$ cat src/rtl/mac_operand_streamer.sv
// mac_operand_streamer
// Command-driven AXIS source feeding the MAC units. Each command streams CMD_LEN
// {weight, activation} pairs read from two synchronous-read buffers, optionally
// preceded by a bias beat (TUSER=1), with TLAST on the final pair.
//
// Ports
//   ACLK, ARESET          clock, synchronous active-high reset
//   CMD_*                 command handshake and fields (base addresses, length,
//                         bias, bias enable, stream ID)
//   W_RD_*, A_RD_*        weight/activation buffer read ports (data one cycle
//                         after the strobe)
//   MD_AXIS_*             operand stream to the MAC units
//   BUSY                  command in progress
//   DONE                  one-cycle completion pulse
module mac_operand_streamer #(
    parameter int unsigned DATA_WIDTH = 32,
    parameter int unsigned ADDR_WIDTH = 10,
    parameter int unsigned LEN_WIDTH  = 16
) (
    input  logic                    ACLK,
    input  logic                    ARESET,

    input  logic                    CMD_VALID,
    output logic                    CMD_READY,
    input  logic [ADDR_WIDTH-1:0]   CMD_W_BASE,
    input  logic [ADDR_WIDTH-1:0]   CMD_A_BASE,
    input  logic [LEN_WIDTH-1:0]    CMD_LEN,
    input  logic [DATA_WIDTH-1:0]   CMD_BIAS,
    input  logic                    CMD_USE_BIAS,
    input  logic [7:0]              CMD_TID,

    output logic                    W_RD_EN,
    output logic [ADDR_WIDTH-1:0]   W_RD_ADDR,
    input  logic [DATA_WIDTH-1:0]   W_RD_DATA,
    output logic                    A_RD_EN,
    output logic [ADDR_WIDTH-1:0]   A_RD_ADDR,
    input  logic [DATA_WIDTH-1:0]   A_RD_DATA,

    output logic                    MD_AXIS_TVALID,
    output logic [2*DATA_WIDTH-1:0] MD_AXIS_TDATA,
    output logic                    MD_AXIS_TLAST,
    output logic                    MD_AXIS_TUSER,
    output logic [7:0]              MD_AXIS_TID,
    input  logic                    MD_AXIS_TREADY,

    output logic                    BUSY,
    output logic                    DONE
);

    typedef enum logic [1:0] {StIdle, StStream, StDrain} state_e;

    // Beat layout inside the FIFO: {tuser, tlast, weight, activation}
    localparam int unsigned BeatW = 2 * DATA_WIDTH + 2;

    state_e                state_q, state_d;
    logic [ADDR_WIDTH-1:0] w_base_q, w_base_d;
    logic [ADDR_WIDTH-1:0] a_base_q, a_base_d;
    logic [LEN_WIDTH-1:0]  len_q, len_d;
    logic [LEN_WIDTH-1:0]  idx_q, idx_d;
    logic [7:0]            tid_q, tid_d;
    logic                  inflight_q, inflight_last_q;
    logic                  done_q, done_d;
    logic                  live_q;   // low in the first cycle after reset

    logic [BeatW-1:0]      fifo_q [2];
    logic [1:0]            count_q, count_d;
    logic                  rd_ptr_q, wr_ptr_q;

    logic                  cmd_ready, cmd_fire;
    logic                  tvalid, pop, fifo_pop;
    logic                  push, bias_push, ret_push;
    logic                  issue, issue_last;
    logic [2:0]            occupancy;
    logic [BeatW-1:0]      ret_beat, bias_beat, head, push_beat;

    always_comb begin
        cmd_ready = live_q && (state_q == StIdle);
        cmd_fire  = CMD_VALID && cmd_ready;

        ret_beat  = {1'b0, inflight_last_q, W_RD_DATA, A_RD_DATA};
        bias_beat = {1'b1, 1'b0, {DATA_WIDTH{1'b0}}, CMD_BIAS};

        // Returning read data is presented directly when the FIFO is empty so
        // the first pair reaches the output in the cycle its data returns.
        tvalid   = (count_q != 2'd0) || inflight_q;
        head     = (count_q != 2'd0) ? fifo_q[rd_ptr_q] : ret_beat;
        pop      = tvalid && MD_AXIS_TREADY;
        fifo_pop = pop && (count_q != 2'd0);

        // A bypassed beat accepted downstream never enters the FIFO.
        ret_push  = inflight_q && !((count_q == 2'd0) && pop);
        bias_push = cmd_fire && (CMD_LEN != '0) && CMD_USE_BIAS;
        push      = ret_push || bias_push;
        push_beat = bias_push ? bias_beat : ret_beat;

        // Slots reserved (stored + in flight) after this cycle's pop.
        occupancy  = {1'b0, count_q} + {2'b00, inflight_q} - {2'b00, pop};
        issue      = (state_q == StStream) && (occupancy < 3'd2);
        issue_last = issue && (idx_q == len_q - LEN_WIDTH'(1));

        count_d = count_q + {1'b0, push} - {1'b0, fifo_pop};
    end

    always_comb begin
        state_d  = state_q;
        w_base_d = w_base_q;
        a_base_d = a_base_q;
        len_d    = len_q;
        idx_d    = idx_q;
        tid_d    = tid_q;
        done_d   = 1'b0;

        unique case (state_q)
            StIdle: begin
                if (cmd_fire) begin
                    w_base_d = CMD_W_BASE;
                    a_base_d = CMD_A_BASE;
                    len_d    = CMD_LEN;
                    tid_d    = CMD_TID;
                    idx_d    = '0;
                    if (CMD_LEN == '0) begin
                        done_d = 1'b1;
                    end else begin
                        state_d = StStream;
                    end
                end
            end
            StStream: begin
                if (issue) begin
                    idx_d = idx_q + LEN_WIDTH'(1);
                    if (issue_last) begin
                        state_d = StDrain;
                    end
                end
            end
            StDrain: begin
                // The TLAST beat is always the last one out.
                if (pop && head[BeatW-2]) begin
                    state_d = StIdle;
                    done_d  = 1'b1;
                end
            end
            default: state_d = StIdle;
        endcase
    end

    always_ff @(posedge ACLK) begin
        if (ARESET) begin
            state_q         <= StIdle;
            w_base_q        <= '0;
            a_base_q        <= '0;
            len_q           <= '0;
            idx_q           <= '0;
            tid_q           <= '0;
            inflight_q      <= 1'b0;
            inflight_last_q <= 1'b0;
            done_q          <= 1'b0;
            live_q          <= 1'b0;
            count_q         <= 2'd0;
            rd_ptr_q        <= 1'b0;
            wr_ptr_q        <= 1'b0;
        end else begin
            state_q         <= state_d;
            w_base_q        <= w_base_d;
            a_base_q        <= a_base_d;
            len_q           <= len_d;
            idx_q           <= idx_d;
            tid_q           <= tid_d;
            inflight_q      <= issue;
            inflight_last_q <= issue_last;
            done_q          <= done_d;
            live_q          <= 1'b1;
            count_q         <= count_d;
            if (fifo_pop) begin
                rd_ptr_q <= ~rd_ptr_q;
            end
            if (push) begin
                wr_ptr_q <= ~wr_ptr_q;
            end
        end
    end

    // Payload storage needs no reset; count_q qualifies it.
    always_ff @(posedge ACLK) begin
        if (push) begin
            fifo_q[wr_ptr_q] <= push_beat;
        end
    end

    always_comb begin
        CMD_READY      = cmd_ready;
        W_RD_EN        = issue;
        A_RD_EN        = issue;
        W_RD_ADDR      = issue ? w_base_q + ADDR_WIDTH'(idx_q) : '0;
        A_RD_ADDR      = issue ? a_base_q + ADDR_WIDTH'(idx_q) : '0;
        MD_AXIS_TVALID = tvalid;
        MD_AXIS_TDATA  = tvalid ? head[2*DATA_WIDTH-1:0] : '0;
        MD_AXIS_TLAST  = tvalid && head[BeatW-2];
        MD_AXIS_TUSER  = tvalid && head[BeatW-1];
        MD_AXIS_TID    = tvalid ? tid_q : 8'h00;
        BUSY           = (state_q != StIdle);
        DONE           = done_q;
    end

endmodule
$ cat config.mk
export PLATFORM = sky130hd
export DESIGN_NAME = mac_operand_streamer
export DESIGN_NICKNAME = d
export VERILOG_FILES = /design/src/rtl/mac_operand_streamer.sv
export SDC_FILE = /design/constraint.sdc
export NUM_CORES = 1
export LEC_CHECK = 0
export CAP_MARGIN = 10
export CORE_MARGIN = 2
export CORE_UTILIZATION = 35
export CTS_BUF_LIST = sky130_fd_sc_hd__clkbuf_8
export DETAILED_ROUTE_END_ITERATION = 6
export PLACE_DENSITY = 0.71
export SLEW_MARGIN = 30
export SYNTH_ARGS = -nofsm -noshare
export SYNTH_HDL_FRONTEND = slang
export SYNTH_SLANG_ARGS = --single-unit
$ cat constraint.sdc
create_clock -name ACLK -period 7.6 [get_ports ACLK]
set_input_delay 1.9 -clock ACLK [delete_from_list [all_inputs] [get_ports ACLK]]
set_output_delay 1.9 -clock ACLK [all_outputs]
set_load 0.05 [all_outputs]
==> impl_metrics.csv, run 1 <==
group,metric,value,unit
sta,fmax,0.141,GHz
yosys,synth_flop_cell,"edfxtp_1",
yosys,syn_inst,1036,
layout,diodes,0,
place,post-place-ws,0.487,ns
yosys,syn_area,10200,um2
power,power.density,309,nW/um2
yosys,synth_top_area_cell,"edfxtp_1",
layout,layout_commonest_cell,"clkdlybuf4s50_1",
die,die_h,175,um
sta,relSlewSlack,44.0,%
cts,cts_made_buffers,37,
yosys,avgSynthCellArea,9.86,um2
die,die_area,30600,um2
layout,area_growth,34.0,%
sta,finalSetupViolations,0,
yosys,synth_top_area_share,38.8,%
run,drv_cap,0,
layout,fillers,2680,
setup_path,crit_path_end_kind,"primary output",
sta,drv_slew,0,
setup_path,r2r_slack,3.71,ns
layout,drive_gt1_share,6.74,%
setup_path,required,5.70,ns
setup_path,worstSetupStartpointType,"input port",
sta,skew,0.0261,ns
die,ioPinCount,245,
layout,seq_area,5390,um2
layout,mostFrequentLayoutCells,"231 x clkdlybuf4s50_1, 200 x nand2_1, 132 x edfxtp_1, 74 x o21ai_0, 73 x nand3_1",
yosys,ys_ff_latch,203,
sta,rsz0062_at_grt,"false",
min_path,hold_end,"tid_q[4]",
cts,h-tree-depth,2,
setup_path,cpPeakStageDelay,0.83,ns
setup_path,worstPathCellList,"clkdlybuf4s50_1, nor2b_1, ha_1, nand2b_1, fa_1, xor2_1, or2_1, nor2_1, clkdlybuf4s50_1",
yosys,ys_seq_area_share,52.7,%
power,power,4220,uW
global_routing,grt_util_all_layers,17.2,%
outcome,outcome,"complete, no violations",
yosys,syn-num-nets,1207,
sta,final-hold-violation-count,0,
power,p_leak,0.00484,uW
power,vdd_drop_max,0.185,mV
setup_path,r2r-end,"fifo_q[1][25]",
die,coreArea,28700,um2
drt,dr.pass1.iters,5,
setup_path,reg2reg_depth,7,
die,rows,62,
sta,min_period_over_period,93.5,%
yosys,synthTopCellsByArea,"edfxtp_1 39%, dfxtp_1 14%, nand2_1 7.4%, mux2i_1 7.0%, o21ai_0 3.6%",
setup_path,path_class,"input port to primary output",
global_routing,grt_pass1_vias,8353,
cts,clock-sinks,203,
sta,fin_crit,7.11,ns
layout,multiInputGateArea,4520,um2
drt,vias,8407,
die,start_util,35.6,%
cts,cts_tree,"done",
drt,drc_errors,0,
cts,clock_latency,0.52,ns
setup_path,cp_max_fo,16,
min_path,min_from,"tid_q[4]",
setup_path,crit_path_top_delay_cell,"clkdlybuf4s50_1",
yosys,synth-edff-count,132,
cts,cts_post_setup_buffers_inserted,0,
drt,wirelength,27400,um
min_path,min_path_cells,2,
cts,cts_buffer_depth,3,
sta,finalWorstSetupSlack,0.491,ns
cts,path_clk_slew,0.05,ns
drt,drtIter0Drc,474,
die,die_x,175,um
place,gp_congestion,0.837,
drt,via_per_inst,5.02,
drt,wire_per_inst,16.3,um
layout,fin_nets,1435,
setup_path,cpMostUsedCell,"clkdlybuf4s50_1",
global_routing,grt_pass1_wl,42600,um
global_routing,grt_max_degree,90,
yosys,async_flop_share,0,%
setup_path,worstReg2RegStart,"state_q[0]",
global_routing,antenna_found_initial,1,
sta,worst_pin_slew,0.841,ns
global_routing,grt-ovfl-total,0,
place,dp_hpwl,18100,um
min_path,hold_path_class,"register to register",
cts,cts_resized,0,
drt,ant_nets,0,
yosys,ys_types,59,
layout,final_util,47.7,%
place,io_buffers,244,
setup_path,cp.arrival,5.21,ns
cts,cts_hold_buf,0,
sta,tns,0,ns
yosys,synth_warnings,0,
cts,root_buffer,"clkbuf_8",
## cells in the mapped netlist (all sizes together), types with 20 or more instances
cell type / count
nand3: 74
clkbuf: 50
edfxtp: 132
inv: 20
o21ai: 75
and2: 39
dfxtp: 71
a21oi: 62
ha: 23
mux2i: 71
nand2: 201
nor2: 46
xnor2: 26
## power by group
| part | switching, uW | total (uW) | internal, uW | leakage, uW |
|---|---|---|---|---|
| registers | 78.0 | 1330 | 1250 | 0.00178 |
| clock network | 439 | 925 | 486 | 0.000393 |
| logic | 1310 | 1970 | 655 | 0.00267 |
## kinds of logic (layout without fill, tap and decap cells)
| group | Yosys count | after routing | synth area share, % |
|---|---|---|---|
| compound gates | 177 | 177 | 9.91 |
| fa+ha+maj | 26 | 26 | 3.41 |
| flops | 203 | 203 | 52.7 |
| simple gates | 427 | 427 | 19.6 |
| buf+inv | 86 | 341 | 3.32 |
| xor+xnor | 46 | 46 | 4.08 |
| mux | 71 | 71 | 6.96 |
## worst max-delay path by stage
stage | from | endpoint | slack, ns | depth (start not counted)
5_1_grt | MD_AXIS_TREADY | A_RD_ADDR[4] | 0.34 | 9
3_3_place_gp | MD_AXIS_TREADY | A_RD_ADDR[2] | 0.54 | 9
2_1_floorplan | MD_AXIS_TREADY | A_RD_ADDR[7] | 1.08 | 8
3_5_place_dp | MD_AXIS_TREADY | A_RD_ADDR[3] | 0.49 | 9
6_report | MD_AXIS_TREADY | A_RD_ADDR[3] | 0.49 | 9
4_1_cts | MD_AXIS_TREADY | A_RD_ADDR[3] | 0.47 | 9
## metrics by stage
step	cells	hold WS [ns]	area [um2]
after detailed placement	1608	0.442	13000
after CTS	1674	0.450	13700
final	1675	0.450	13700
after floorplan	1036	0.432	10200
after global placement	1608	0.440	13000
after global routing	1675	0.473	13700
## metal layers
layer | global-route usage, % | routed length (um) | up-vias
li1 | - | - | 4117
met1 | 21.6 | 11800 | 3989
met2 | 30.2 | 13500 | 250
met3 | 3.33 | 1500 | 49
met4 | 5.00 | 574 | 2
met5 | 0 | 13 | -
## state kept, by name, summed over array words and instances, names as in the netlist, named ones only
register and count:
idx_q 16, w_base_q 10, len_q 16, DONE 1
count_q 2, live_q 1, a_base_q 10, inflight_q 1
wr_ptr_q 1, fifo_q 132, inflight_last_q 1, tid_q 8
rd_ptr_q 1, state_q 2
## critical path, delay by kind of cell
family / cells / cell delay [ns]
buffers and inverters: 2 / 1.45
and+or+nand+nor: 4 / 1.02
adders and majority gates: 2 / 0.64
xor gates and xnor gates: 1 / 0.19
## area by class of cell
class	instances	area share (%)
sequential	203	39.4
multi-input combinational	747	33.0
timing repair buffer	255	18.6
clock buffer	40	4.02
tap	384	3.51
clock inverter	26	0.851
inverter	20	0.549
Power figures use the tool's default switching activity.
==> run 2: changes to the inputs <==
- CORE_ASPECT_RATIO: unset -> 0.6
- clock period: 7.6 -> 7 ns (I/O delays scaled with it)
==> run 2 against run 1 <==
Effect of this change:
- cell area is 0.55% lower
- worst setup slack improved by 0.16 ns
- register-to-register slack worse by 0.51 ns
- non-clock buffer count rose by 1
- via count shrank 0.30%
- combinational power up 8%
- sequential cell count unchanged
- clock-buffer cell count shrank 3
- sequential share of layout area up 0.22 points
- worst hold slack improved by 0.0036 ns
- clock power rose by 2%
- clock skew is 0.0030 ns lower
==> impl_metrics.csv, run 2 (synthesized netlist as in run 1, its figures left out) <==
group,metric,value,unit
cts,clock_latency,0.58,ns
place,io_buffers,244,
die,die_area,30600,um2
cts,h-tree-depth,1,
sta,relSlewSlack,36.2,%
drt,wire_per_inst,16.8,um
setup_path,required,5.25,ns
drt,drc_errors,0,
setup_path,cpPeakStageDelay,0.54,ns
power,p_leak,0.00481,uW
setup_path,crit_path_top_delay_cell,"clkdlybuf4s50_1",
setup_path,crit_path_end_kind,"primary output",
cts,cts_buffer_depth,3,
place,postPlaceCellArea,13000,um2
layout,seq_area,5390,um2
drt,vias,8382,
global_routing,grt_max_degree,94,
setup_path,worstPathCellList,"clkdlybuf4s50_1, nor2b_1, ha_1, nand2b_1, fa_1, nand3b_1, or2_1, inv_2, nand2_1, mux2i_1, buf_12",
setup_path,worstSetupStartpointType,"input port",
layout,finalInstanceArea,13600,um2
drt,ant_nets,0,
layout,largest_register_ffs,132,
drt,drtIter0Drc,495,
global_routing,antenna_found_initial,1,
cts,clock-sinks,203,
cts,cts_post_setup_buffers_inserted,0,
global_routing,grt_util_all_layers,17.7,%
cts,cts_made_buffers,31,
layout,area_growth,33.2,%
layout,multiInputGateArea,4520,um2
setup_path,cp_max_fo,11,
sta,rsz0062_at_grt,"false",
layout,layout_commonest_cell,"clkdlybuf4s50_1",
power,vdd_drop_max,0.298,mV
setup_path,cp.arrival,4.60,ns
power,power.density,330,nW/um2
run,drv_cap,0,
min_path,hold_path_class,"register to register",
cts,cts_tree,"done",
global_routing,grt-ovfl-total,0,
layout,fin_nets,1430,
sta,finalSetupViolations,0,
drt,wirelength,27800,um
layout,mostFrequentLayoutCells,"221 x clkdlybuf4s50_1, 200 x nand2_1, 132 x edfxtp_1, 74 x o21ai_0, 73 x nand3_1",
sta,min_period_over_period,90.8,%
cts,cts_resized,0,
sta,fin_crit,6.35,ns
sta,final-hold-violation-count,0,
drt,via_per_inst,5.05,
die,rows,48,
sta,worst_pin_slew,0.957,ns
power,power,4490,uW
setup_path,path_class,"input port to primary output",
place,dp_hpwl,19100,um
global_routing,grt_pass1_vias,7864,
sta,tns,0,ns
drt,dr.pass1.iters,5,
cts,cts_hold_buf,0,
place,gp_congestion,0.904,
sta,fmax,0.157,GHz
die,ioPinCount,245,
global_routing,grt_pass1_wl,42500,um
sta,skew,0.0231,ns
die,die_h,136,um
outcome,outcome,"complete, no violations",
die,die_x,225,um
layout,biggestRegsByFlops,"fifo_q x132, idx_q x16, len_q x16",
die,coreArea,28700,um2
layout,drive_gt1_share,7.32,%
sta,drv_slew,0,
cts,root_buffer,"clkbuf_8",
layout,fillers,2682,
layout,largest_register,"fifo_q",
cts,path_clk_slew,0.06,ns
die,start_util,35.6,%
==> run 2: cell types whose count changed in the layout (fill, tap and decap cells not counted) <==
cell / delta
buf_12: +3
buf_16: -1
buf_4: +8
buf_6: +1
clkbuf_8: -3
clkdlybuf4s50_1: -10
clkinv_1: +4
clkinv_2: +1
clkinvlp_4: -1
diode_2: +1
inv_1: -8
inv_8: -1
==> run 2: layer usage <==
layer	wire, um	part of all wire (%)	up-vias	global-route usage (%)
met4	550	2.0	0	4.16
met5	0	0	-	0
li1	-	-	4104	-
met1	13700	49	3970	26.3
met2	11600	42	266	25.8
met3	2030	7.3	42	4.26
==> run 2: area by class of cell <==
class | instances | share of cell area (%)
inverters | 20 | 0.552
flip-flops and latches | 203 | 39.6
multi-input cells | 747 | 33.2
clock buffers | 37 | 3.74
well taps | 375 | 3.45
repair buffers | 256 | 18.8
clock inverters | 21 | 0.644
diodes | 1 | 0.0184
==> run 2: critical path: cells and delay by family <==
| family | cells | cell delay, ns |
|---|---|---|
| fa+ha+maj | 2 | 0.75 |
| buf+inv | 3 | 0.96 |
| mux | 1 | 0.25 |
| simple gates | 5 | 0.91 |
==> run 2: worst paths after layout <==
check	from	end	slack [ns]	cells after the start
worst min-delay path	tid_q[2]	tid_q[2]	0.45	2
worst min register to register	tid_q[2]	tid_q[2]	0.45	2
worst max register to register	count_q[1]	idx_q[13]	3.20	13
worst max-delay path	MD_AXIS_TREADY	A_RD_ADDR[9]	0.65	11
==> run 2: stage by stage <==
| step | cells | hold WS [ns] | setup slack [ns] | utilization (%) |
|---|---|---|---|---|
| floorplan | 1036 | 0.432 | 0.781 | - |
| global placement | 1600 | 0.437 | 0.677 | 45.2 |
| detailed placement | 1601 | 0.447 | 0.631 | 45.3 |
| CTS | 1659 | 0.456 | 0.628 | 47.4 |
| global route | 1660 | 0.482 | 0.481 | 47.4 |
| finish | 1660 | 0.453 | 0.646 | 47.4 |
==> run 2: power by group <==
part           leakage [uW]  internal (uW)  switching [uW]  total, uW
combinational       0.00269            692            1430       2120
clock              0.000333            478             461        939
sequential          0.00178           1360            68.8       1430
